--- config.mk ---
export PLATFORM = sky130hd
export DESIGN_NAME = lsu_mem_stage
export DESIGN_NICKNAME = d
export VERILOG_FILES = /design/src/rtl/lsu_pkg.sv /design/src/rtl/lsu_lane_align.sv /design/src/rtl/lsu_mem_stage.sv
export SDC_FILE = /design/constraint.sdc
export NUM_CORES = 1
export LEC_CHECK = 0
export CAP_MARGIN = 0
export CORE_ASPECT_RATIO = 0.75
export CORE_MARGIN = 3
export CORE_UTILIZATION = 53
export DETAILED_ROUTE_END_ITERATION = 10
export PLACE_DENSITY = 0.86
export RECOVER_POWER = 25
export SLEW_MARGIN = 20
export SYNTH_ARGS = -nofsm -noshare
export SYNTH_HDL_FRONTEND = slang
export SYNTH_SLANG_ARGS = --single-unit
--- constraint.sdc ---
create_clock -name clk -period 7 [get_ports clk]
set_input_delay 2.1 -clock clk [delete_from_list [all_inputs] [get_ports clk]]
set_output_delay 2.1 -clock clk [all_outputs]
set_load 0.01 [all_outputs]
--- src/rtl/lsu_pkg.sv ---
// Shared definitions for the MEM-stage load/store unit: data width, access-size
// encodings, FSM state type, the captured request payload and the alignment rule.
package lsu_pkg;

  localparam int unsigned DATA_W = 32;
  localparam int unsigned LANE_W = 2;

  localparam logic [1:0] SZ_BYTE = 2'b00;
  localparam logic [1:0] SZ_HALF = 2'b01;
  localparam logic [1:0] SZ_WORD = 2'b10;

  typedef enum logic [2:0] {
    ST_IDLE,
    ST_LOAD,
    ST_RMW_RD,
    ST_WRITE,
    ST_RESP
  } state_t;

  // Request fields needed after the accept cycle (word address is kept in readAddress).
  typedef struct packed {
    logic [1:0]        size;
    logic              sgn;
    logic [LANE_W-1:0] lane;
    logic [DATA_W-1:0] wdata;
  } req_t;

  // Size 11 is always a fault; halves need an even lane, words need lane 0.
  function automatic logic is_misaligned(input logic [1:0] size, input logic [LANE_W-1:0] lane);
    case (size)
      SZ_BYTE: return 1'b0;
      SZ_HALF: return lane[0];
      SZ_WORD: return (lane != 2'b00);
      default: return 1'b1;
    endcase
  endfunction

endpackage

--- src/rtl/lsu_lane_align.sv ---
// Combinational byte-lane steering for a 32-bit little-endian word.
//   lane, size, sgn : access lane (byte offset), size code and sign-extend flag
//   rdata           : word read from memory
//   wdata           : right-justified store data
//   load_c          : addressed lane(s) of rdata, sign/zero-extended (word passes through)
//   merge_c         : rdata with the addressed lane(s) replaced by wdata (word: wdata)
module lsu_lane_align
  import lsu_pkg::*;
(
  input  logic [LANE_W-1:0] lane,
  input  logic [1:0]        size,
  input  logic              sgn,
  input  logic [DATA_W-1:0] rdata,
  input  logic [DATA_W-1:0] wdata,
  output logic [DATA_W-1:0] load_c,
  output logic [DATA_W-1:0] merge_c
);

  logic [DATA_W-1:0] shifted;

  // Halves only ever use lanes 0 and 2, so lane[1] alone selects the half.
  always_comb begin
    shifted = rdata >> {lane, 3'b000};
    load_c  = rdata;
    merge_c = rdata;
    case (size)
      SZ_BYTE: begin
        load_c = {{(DATA_W - 8){sgn & shifted[7]}}, shifted[7:0]};
        merge_c[{lane, 3'b000} +: 8] = wdata[7:0];
      end
      SZ_HALF: begin
        load_c = {{(DATA_W - 16){sgn & shifted[15]}}, shifted[15:0]};
        merge_c[{lane[1], 4'b0000} +: 16] = wdata[15:0];
      end
      default: begin
        load_c  = rdata;
        merge_c = wdata;
      end
    endcase
  end

endmodule

--- src/rtl/lsu_mem_stage.sv ---
// MEM-stage load/store unit in front of a word-wide data memory.
// Accepts byte-addressed loads/stores, performs sub-word stores as read-modify-write,
// flags misaligned accesses without touching memory, and returns extended load data.
//   clk, rst_n                     : clock, async active-low reset
//   reqValid/reqReady              : request handshake (ready only while idle)
//   reqWrite/reqSize/reqSigned     : store flag, size code, sign-extend flag
//   reqAddr/reqWData               : byte address, right-justified store data
//   rspValid/rspData/rspMisalign   : one-cycle response strobe, load result, fault flag
//   readAddress/MemRead/readData   : memory read port (readData combinational)
//   writeAddress/writeData/MemWrite: memory write port
module lsu_mem_stage
  import lsu_pkg::*;
#(
  parameter int unsigned WADDR_W = 9,
  parameter int unsigned DATA_W  = 32
) (
  input  logic                 clk,
  input  logic                 rst_n,
  input  logic                 reqValid,
  output logic                 reqReady,
  input  logic                 reqWrite,
  input  logic [1:0]           reqSize,
  input  logic                 reqSigned,
  input  logic [WADDR_W+1:0]   reqAddr,
  input  logic [DATA_W-1:0]    reqWData,
  output logic                 rspValid,
  output logic [DATA_W-1:0]    rspData,
  output logic                 rspMisalign,
  output logic [WADDR_W-1:0]   readAddress,
  output logic [WADDR_W-1:0]   writeAddress,
  output logic [DATA_W-1:0]    writeData,
  output logic                 MemRead,
  output logic                 MemWrite,
  input  logic [DATA_W-1:0]    readData
);

  state_t state_q, state_d;
  req_t   req_q, req_d;

  logic               ready_q, ready_d;
  logic               rsp_valid_q, rsp_valid_d;
  logic [DATA_W-1:0]  rsp_data_q, rsp_data_d;
  logic               rsp_mis_q, rsp_mis_d;
  logic               mem_read_q, mem_read_d;
  logic               mem_write_q, mem_write_d;
  logic [WADDR_W-1:0] raddr_q, raddr_d;
  logic [WADDR_W-1:0] waddr_q, waddr_d;
  logic [DATA_W-1:0]  wdata_q, wdata_d;

  logic [WADDR_W-1:0] req_word;
  logic [LANE_W-1:0]  req_lane;
  logic [DATA_W-1:0]  load_c;
  logic [DATA_W-1:0]  merge_c;

  assign req_word = reqAddr[WADDR_W+1:2];
  assign req_lane = reqAddr[1:0];

  // Lane logic always works on the live memory word and the captured request.
  lsu_lane_align u_align (
    .lane    (req_q.lane),
    .size    (req_q.size),
    .sgn     (req_q.sgn),
    .rdata   (readData),
    .wdata   (req_q.wdata),
    .load_c  (load_c),
    .merge_c (merge_c)
  );

  // State and registered outputs.
  always_ff @(posedge clk or negedge rst_n) begin
    if (!rst_n) begin
      state_q     <= ST_IDLE;
      req_q       <= '0;
      ready_q     <= 1'b1;
      rsp_valid_q <= 1'b0;
      rsp_data_q  <= '0;
      rsp_mis_q   <= 1'b0;
      mem_read_q  <= 1'b0;
      mem_write_q <= 1'b0;
      raddr_q     <= '0;
      waddr_q     <= '0;
      wdata_q     <= '0;
    end else begin
      state_q     <= state_d;
      req_q       <= req_d;
      ready_q     <= ready_d;
      rsp_valid_q <= rsp_valid_d;
      rsp_data_q  <= rsp_data_d;
      rsp_mis_q   <= rsp_mis_d;
      mem_read_q  <= mem_read_d;
      mem_write_q <= mem_write_d;
      raddr_q     <= raddr_d;
      waddr_q     <= waddr_d;
      wdata_q     <= wdata_d;
    end
  end

  // Next state and next output values; outputs for a state are set on entry.
  always_comb begin
    state_d     = state_q;
    req_d       = req_q;
    ready_d     = 1'b0;
    rsp_valid_d = 1'b0;
    rsp_data_d  = '0;
    rsp_mis_d   = 1'b0;
    mem_read_d  = 1'b0;
    mem_write_d = 1'b0;
    raddr_d     = raddr_q;
    waddr_d     = waddr_q;
    wdata_d     = wdata_q;

    unique case (state_q)
      ST_IDLE: begin
        ready_d = 1'b1;
        if (reqValid) begin
          ready_d = 1'b0;
          req_d   = '{size: reqSize, sgn: reqSigned, lane: req_lane, wdata: reqWData};
          if (is_misaligned(reqSize, req_lane)) begin
            state_d     = ST_RESP;
            rsp_valid_d = 1'b1;
            rsp_mis_d   = 1'b1;
          end else if (!reqWrite) begin
            state_d    = ST_LOAD;
            mem_read_d = 1'b1;
            raddr_d    = req_word;
          end else if (reqSize == SZ_WORD) begin
            state_d     = ST_WRITE;
            mem_write_d = 1'b1;
            waddr_d     = req_word;
            wdata_d     = reqWData;
          end else begin
            state_d    = ST_RMW_RD;
            mem_read_d = 1'b1;
            raddr_d    = req_word;
          end
        end
      end
      ST_LOAD: begin
        state_d     = ST_RESP;
        rsp_valid_d = 1'b1;
        rsp_data_d  = load_c;
      end
      ST_RMW_RD: begin
        // Write back to the word just read, with the new lane(s) merged in.
        state_d     = ST_WRITE;
        mem_write_d = 1'b1;
        waddr_d     = raddr_q;
        wdata_d     = merge_c;
      end
      ST_WRITE: begin
        state_d     = ST_RESP;
        rsp_valid_d = 1'b1;
      end
      ST_RESP: begin
        state_d = ST_IDLE;
        ready_d = 1'b1;
      end
      default: begin
        state_d = ST_IDLE;
        ready_d = 1'b1;
      end
    endcase
  end

  assign reqReady     = ready_q;
  assign rspValid     = rsp_valid_q;
  assign rspData      = rsp_data_q;
  assign rspMisalign  = rsp_mis_q;
  assign MemRead      = mem_read_q;
  assign MemWrite     = mem_write_q;
  assign readAddress  = raddr_q;
  assign writeAddress = waddr_q;
  assign writeData    = wdata_q;

endmodule

# Word-level counts from Yosys, hierarchy flattened
# Index checks and enable logic that the tools add are counted.
# word_totals
output_inout_bits	87
ff_bits	127
word_cells	86
input_bits	82
# classes
eq_ne	11
n_bitwise	3
n_addsub	2
shifts	5
mux	41
reduce_logical	10
# op_table
operator	count
$pmux 32 s2	3
$mux 32	5
$bwmux 32	2
$mux 9	6
$shift 16x7->32 const A	1
$shift 8x7->32 const A	1
$shiftx 16x7->32	1
$shiftx 8x7->32	1
$shr 32x5->16	1
$pmux 9 s2	1
$mux 1	16
$neg 5->7	2
$ne 2x2->1 const B	5
$pmux 3 s3	1
$eq 3x2->1 const B	2
$mux 3	2
$pmux 1 s2	3
$reduce_and 5->1	1
$eq 2x1->1 const B	2
$logic_not 2->1	2
$reduce_and 4->1	1
$reduce_bool 2->1	2
$eq 3x1->1 const B	1
$logic_not 3->1	1
8 further kinds	9

# Logic depth before layout (Yosys ltp)
# Gate-level depths: netlist of run 1.
# depth
ltp_word	7
ltp_mapped	10
depth_no_buf	6

# Cells and area by module
# Synthesis of run 1 repeated with hierarchy kept, for this count alone.
# hier_totals
cells_unflattened	728
hier_area_um2	6930.4
# modules_own_cells
mod	seq_area_each_um2	cells_each	n_inst	area_each_um2
lsu_mem_stage	3179.3	420	1	4912.2
lsu_lane_align	0.0	308	1	2018.2

# Least setup slack after synthesis of run 1
# No wires, ideal clock.
# synth_path
path_type	input to register
startpoint	in reqValid
endpoint	reg wdata_q[21], in the netlist writeData[21]
path_buffers	1
t_arrival_ns	3.481
stages	5
path_slack_ns	3.393
required_ns	6.874
setup_ns	0.126
path_cell_list	or4b_1 nor4_4 nor2_1 buf_2 o2bb2ai_1
# synth_between
elab_chain_len	2
# synth_rtl
item	line	text
start, declared	lsu_mem_stage.sv:19	input logic reqValid,
$ne 2x2->1 (no source line)	-	
$reduce_and 5->1 (no source line)	-	
end signal, assigned	lsu_mem_stage.sv:94	wdata_q <= wdata_d;
end, declared	lsu_mem_stage.sv:48	logic [DATA_W-1:0] wdata_q, wdata_d;
# Every way passes these cells.
# A chain may end at the register's enable or synchronous reset.

==> flow_summary.ini, run 1 <==
[outcome]
status = finished, violations left
violations = max-capacitance violations, max-slew violations

[global_routing]
use_met3_pct = 7.27
grtUsageMet2_pct = 45.9
grt_pass1_wl_um = 33200
use_met1_pct = 45.4
grt_antenna_before_repair = 0
grt_use_total_pct = 30.9
grt_max_degree = 71
busiest_layer = met2
grt_pass1_vias = 5922
grt_overflow_total = 0

[logic_synthesis]
synth.most_common_cell = nand2_1
syn_inst = 694
synthXorXnorAreaFrac_pct = 0
synthAdderAreaFrac_pct = 0.943
synth-compound-area-share_pct = 19.5
synth_top_area_share_pct = 47.5
synth_flop_cell = dfrtp_1
yosysWarnings = 0
postSynthAreaPerCell_um2 = 9.56
ys_types = 47
ys_seq_area_share_pct = 47.9
synth_mux_area_share_pct = 10.9
ys_top_cells_by_area = dfrtp_1, nand2_1, mux2i_1, mux2_2, a221o_1
synth_edf_count = 0
synth_area_leader_cell = dfrtp_1
synth_nets = 781
netlist_top_cells_count = nand2_1, dfrtp_1, mux2i_1
ys_ff_latch = 127
synthSimpleGateAreaFrac_pct = 15.7
async_reset_ff_share_pct = 100
synth_top_family_by_area = compound AO/OA/AOI/OAI gates
synth_area_mm2 = 0.00664

[setup_path]
path_class = input port to asynchronous set/reset pin
crit_family = buffers and inverters
crit_chain = clkbuf_1 > buf_4
worst-path-buf-inv = 2
crit_slowest_cell = clkbuf_1
cp_max_fo = 70
critPathCaptureType = asynchronous set/reset pin
slowest_delay_ns = 2.49
cp.required_ns = 7.47
arrival_ns = 5.58
cp-start-kind = input port

[floorplan]
die_w_um = 135
die_area_mm2 = 0.0139
die_y_um = 103
initial_core_util_pct = 55.7
io_pins = 169
num_rows = 34
core_mm2 = 0.0119

[sta]
tightest_slew_ns = 3.59
slew_headroom_pct = -139
period_minus_slack_ns = 5.11
rsz0062_at_grt = no
period_share_pct = 73.0
fmax_mhz = 196
drv_slew = 110
fin_hold_ws_ns = 0.479
final-setup-viol-count = 0
fin_setup_tns_ns = 0
hold_violations = 0
setup_slack_ns = 1.89
skew_ns = 0.00879

[job]
cap_violations = 2

[routing]
drc = 0
wl_per_cell_um = 21.4
antenna_left = 0
viasPerCell = 6.14
num_vias = 6159
drt_first_pass_iters = 8
drt-total-wl_um = 21500
drtIter0Drc = 764

[pwr]
p_leak_nw = 3.91
power_mw = 4.08
peakVddDrop_uv = 323
powerDensity_mw_per_mm2 = 456

[cts]
h-tree-depth = 4
clk_pin_slew_worst_paths_ns = 0.06
cts_buffers = 17
cts_resized = 0
cts_root_buffer = clkbuf_16
hold_buffers = 0
cts_setup_buffers = 0
cts_tree = done
clock-sinks = 127
clk_path_buf_depth = 2
insertion_delay_ns = 0.42

[cells_and_area]
finalCoreUtilization_pct = 75.1
fin_nets = 915
final_layout_size_suffix_gt1_share_pct = 7.13
diodes = 0
area_growth_pct = 34.8

[placement]
port_buffers = 168
dpl.hpwl_um = 14600
dp_slack_ns = 2.06
routabilityCongestion = 0.941

[hold_path]
hold_path_class = flop to flop
==> kinds of logic after synthesis <==
group                      Yosys count
muxes                               70
buffers and inverters               84
AOI/OAI and AO/OA                  175
DFF                                127
adders and majority gates            5
and+or+nand+nor                    233
==> worst min-delay path, cell delays in order (launching register included) <==
cell and delay [ns]:
dfrtp_1 0.34, nand2_1 0.05, nand2_1 0.06
==> placed cells by master (no fill, tap or decap), drive strengths merged, types with 12 or more instances in the layout <==
cell type | synthesis | final
mux2i | 54 | 54
nand2b | 18 | 18
dfrtp | 126 | 126
a21oi | 29 | 29
a221o | 15 | 15
inv | 23 | 25
clkbuf | 39 | 21
a221oi | 17 | 17
a211oi | 16 | 16
nand3b | 12 | 12
nor2 | 27 | 27
o2bb2ai | 15 | 15
clkdlybuf4s50 | 0 | 157
mux2 | 16 | 16
nand2 | 157 | 157
o21ai | 30 | 30
==> power breakdown <==
group	switching, mW	internal [mW]	leakage (nW)
Sequential	0.287	1.04	1.61
Clock	0.342	0.597	0.294
Combinational	0.982	0.831	2.00
==> registers in the layout, summed over array words and instances, names as in the netlist, 3 cells and up <==
name / count
req_q: 37
rspData: 32
writeData: 32
readAddress: 9
writeAddress: 9
state_q: 3
==> layout make-up <==
| class | instances | area, um2 |
|---|---|---|
| Sequential cell | 127 | 3180 |
| Multi-Input combinational cell | 483 | 3130 |
| Fill cell | 843 | 2970 |
| Timing Repair Buffer | 176 | 1730 |
| Clock buffer | 19 | 433 |
| Tap cell | 162 | 203 |
| Clock inverter | 13 | 188 |
| Inverter | 23 | 86.3 |
==> worst paths after layout <==
kind,start,to,cells after the start,slack (ns)
max,rst_n,req_q[3]$_DFFE_PN0P_,2,1.89
min,req_q[23]$_DFFE_PN0P_,req_q[23]$_DFFE_PN0P_,2,0.48
max reg2reg,req_q[33]$_DFFE_PN0P_,writeData[13]$_DFFE_PN0P_,7,3.64
min reg2reg,req_q[23]$_DFFE_PN0P_,req_q[23]$_DFFE_PN0P_,2,0.48
max in group clk,reqValid,writeData[29]$_DFFE_PN0P_,7,2.36
min in group asynchronous,rst_n,rspMisalign$_DFF_PN0_,1,2.90
==> metal layers <==
| layer | vias to the layer above | part of all wire (%) |
|---|---|---|
| met4 | 0 | 2.1 |
| met3 | 48 | 11 |
| li1 | 2738 | - |
| met5 | - | 0 |
| met1 | 3000 | 43 |
| met2 | 373 | 43 |
==> stage by stage <==
step,std cells,cell area (um2)
6_report,1003,8950
3_5_place_dp,971,8330
2_1_floorplan,694,6640
5_1_grt,1003,8950
4_1_cts,1003,8950
3_3_place_gp,971,8330
Power figures use the tool's default switching activity.
==> inputs of run 2 (changes only) <==
CORE_UTILIZATION = 45   (was 53)
PLACE_DENSITY = 0.77   (was 0.86)
clock period = 4.7 ns   (was 7 ns; I/O delays follow)
==> run 2 against run 1 <==
Final cell count increased by 4.1%. Non-clock buffer count up 8. Clock skew about the same. Highest routed layer unchanged. Routed wire length rose by 2.2%. Core utilization is 11 points lower. Die area is 17% higher. Via count is 0.73% lower. The flow still finishes with violations (max-capacitance violations, max-slew violations). Combinational power rose by 52%.
==> flow_summary.ini, run 2 (synthesis results as in run 1) <==
[cts]
cts_setup_buffers = 0
hold_buffers = 0
clk_pin_slew_worst_paths_ns = 0.06
clk_path_buf_depth = 2
clock-sinks = 127
insertion_delay_ns = 0.43
h-tree-depth = 4
cts_root_buffer = clkbuf_16
cts_buffers = 17
cts_tree = done
cts_resized = 0

[floorplan]
core_mm2 = 0.0141
die_y_um = 111
die_w_um = 146
io_pins = 169
die_area_mm2 = 0.0163
initial_core_util_pct = 47.2
num_rows = 37

[routing]
viasPerCell = 5.86
drc = 0
drt_first_pass_iters = 6
wl_per_cell_um = 21.0
drt-total-wl_um = 22000
antenna_left = 0
num_vias = 6114
drtIter0Drc = 664

[sta]
fin_hold_ws_ns = 0.480
final-setup-viol-count = 0
skew_ns = 0.00883
tightest_slew_ns = 1.66
hold_violations = 0
rsz0062_at_grt = no
fin_setup_tns_ns = 0
slew_headroom_pct = -10.9
period_minus_slack_ns = 3.49
period_share_pct = 74.4
drv_slew = 64
fmax_mhz = 286

[cells_and_area]
final_layout_size_suffix_gt1_share_pct = 8.60
fin_nets = 923
largest_reg_flops = 37
regMostFlops = req_q
area_growth_pct = 36.4
diodes = 0
layout_commonest_cell = clkdlybuf4s50_1
mostFrequentLayoutCells = clkdlybuf4s50_1, nand2_1, dfrtp_1, mux2i_1, a21oi_1
finalCoreUtilization_pct = 64.3

[setup_path]
arrival_ns = 3.76
cp_max_fo = 11
crit_slowest_cell = dlygate4sd3_1
slowest_delay_ns = 0.59
path_class = input port to flop
cp-start-kind = input port
crit_chain = dlygate4sd3_1 > or4b_1 > nor4_4 > buf_12 > buf_4 > mux2i_1 > a22oi_1
critPathCaptureType = flop
cp.required_ns = 4.97
rr_worst_depth = 7

[pwr]
switching_share_pct = 39.7
peakVddDrop_uv = 330
powerDensity_mw_per_mm2 = 663
p_leak_nw = 3.95
p_sw_mw = 2.38
p_clk_share_pct = 22.2
pwr-share-seq_pct = 31.8
pwr-share-comb_pct = 46.0
p_int_mw = 3.62

[placement]
port_buffers = 168
dpl.hpwl_um = 15600
routabilityCongestion = 0.865

[global_routing]
grt_antenna_before_repair = 0
grt_overflow_total = 0
grt_pass1_wl_um = 34700
grt_pass1_vias = 5980
grt_max_degree = 65
grt_use_total_pct = 27.1

[job]
cap_violations = 1

[hold_path]
worst_hold_path.num_cells = 2
hold_path_class = flop to flop

[outcome]
violations = max-capacitance violations, max-slew violations
status = finished, violations left
-- run 2: worst paths after layout --
| kind | start | endpoint | slack (ns) |
|---|---|---|---|
| max in group asynchronous | rst_n | reqReady$_DFF_PN1_ | 2.22 |
| min in group asynchronous | rst_n | rspData[2]$_DFF_PN0_ | 1.41 |
| max | reqValid | writeData[30]$_DFFE_PN0P_ | 1.21 |
| min | req_q[21]$_DFFE_PN0P_ | req_q[21]$_DFFE_PN0P_ | 0.48 |
| max reg2reg | req_q[33]$_DFFE_PN0P_ | writeData[15]$_DFFE_PN0P_ | 1.82 |
| min reg2reg | req_q[21]$_DFFE_PN0P_ | req_q[21]$_DFFE_PN0P_ | 0.48 |
-- run 2: layout make-up --
| class | instances | area (um2) |
|---|---|---|
| Timing Repair Buffer | 184 | 1820 |
| Sequential cell | 127 | 3180 |
| Tap cell | 195 | 244 |
| Clock inverter | 12 | 133 |
| Clock buffer | 20 | 467 |
| Inverter | 23 | 86.3 |
| Fill cell | 1144 | 5020 |
| Multi-Input combinational cell | 483 | 3130 |
-- run 2: metrics by stage --
step / cells / setup slack, ns / total power [mW] / area, um2
2_1_floorplan: 694 / 1.78 / 3.46 / 6640
3_5_place_dp: 1012 / 0.872 / 4.64 / 8460
5_1_grt: 1044 / 1.11 / 6.35 / 9060
3_3_place_gp: 1012 / 0.950 / 4.54 / 8460
4_1_cts: 1044 / 1.29 / 6.00 / 9060
6_report: 1044 / 1.21 / 6.00 / 9060
-- run 2: critical path: cells and delay by family --
| kind | cells | cell delay (ns) |
|---|---|---|
| AND/OR/NAND/NOR | 2 | 1.03 |
| multiplexers | 1 | 0.22 |
| buffers and inverters | 3 | 0.97 |
| AO/OA/AOI/OAI | 1 | 0.12 |
-- run 2: power by group through the flow --
| stage | clock network (mW) | registers (mW) | logic (mW) |
|---|---|---|---|
| 2_1_floorplan | 0 | 1.90 | 1.56 |
| 3_3_place_gp | 0 | 1.89 | 2.65 |
| 3_5_place_dp | 0 | 1.91 | 2.74 |
| 4_1_cts | 1.35 | 1.90 | 2.76 |
| 5_1_grt | 1.40 | 1.96 | 2.99 |
| 6_report | 1.33 | 1.91 | 2.76 |
-- run 2: routing by layer --
layer / part of all wire, % / track usage, % / vias up / wire (um)
li1: - / - / 2750 / -
met1: 47 / 41.4 / 2995 / 10400
met2: 42 / 37.8 / 333 / 9220
met3: 8.4 / 6.74 / 36 / 1850
met4: 2.0 / 7.83 / 0 / 450
met5: 0 / 0 / - / 0
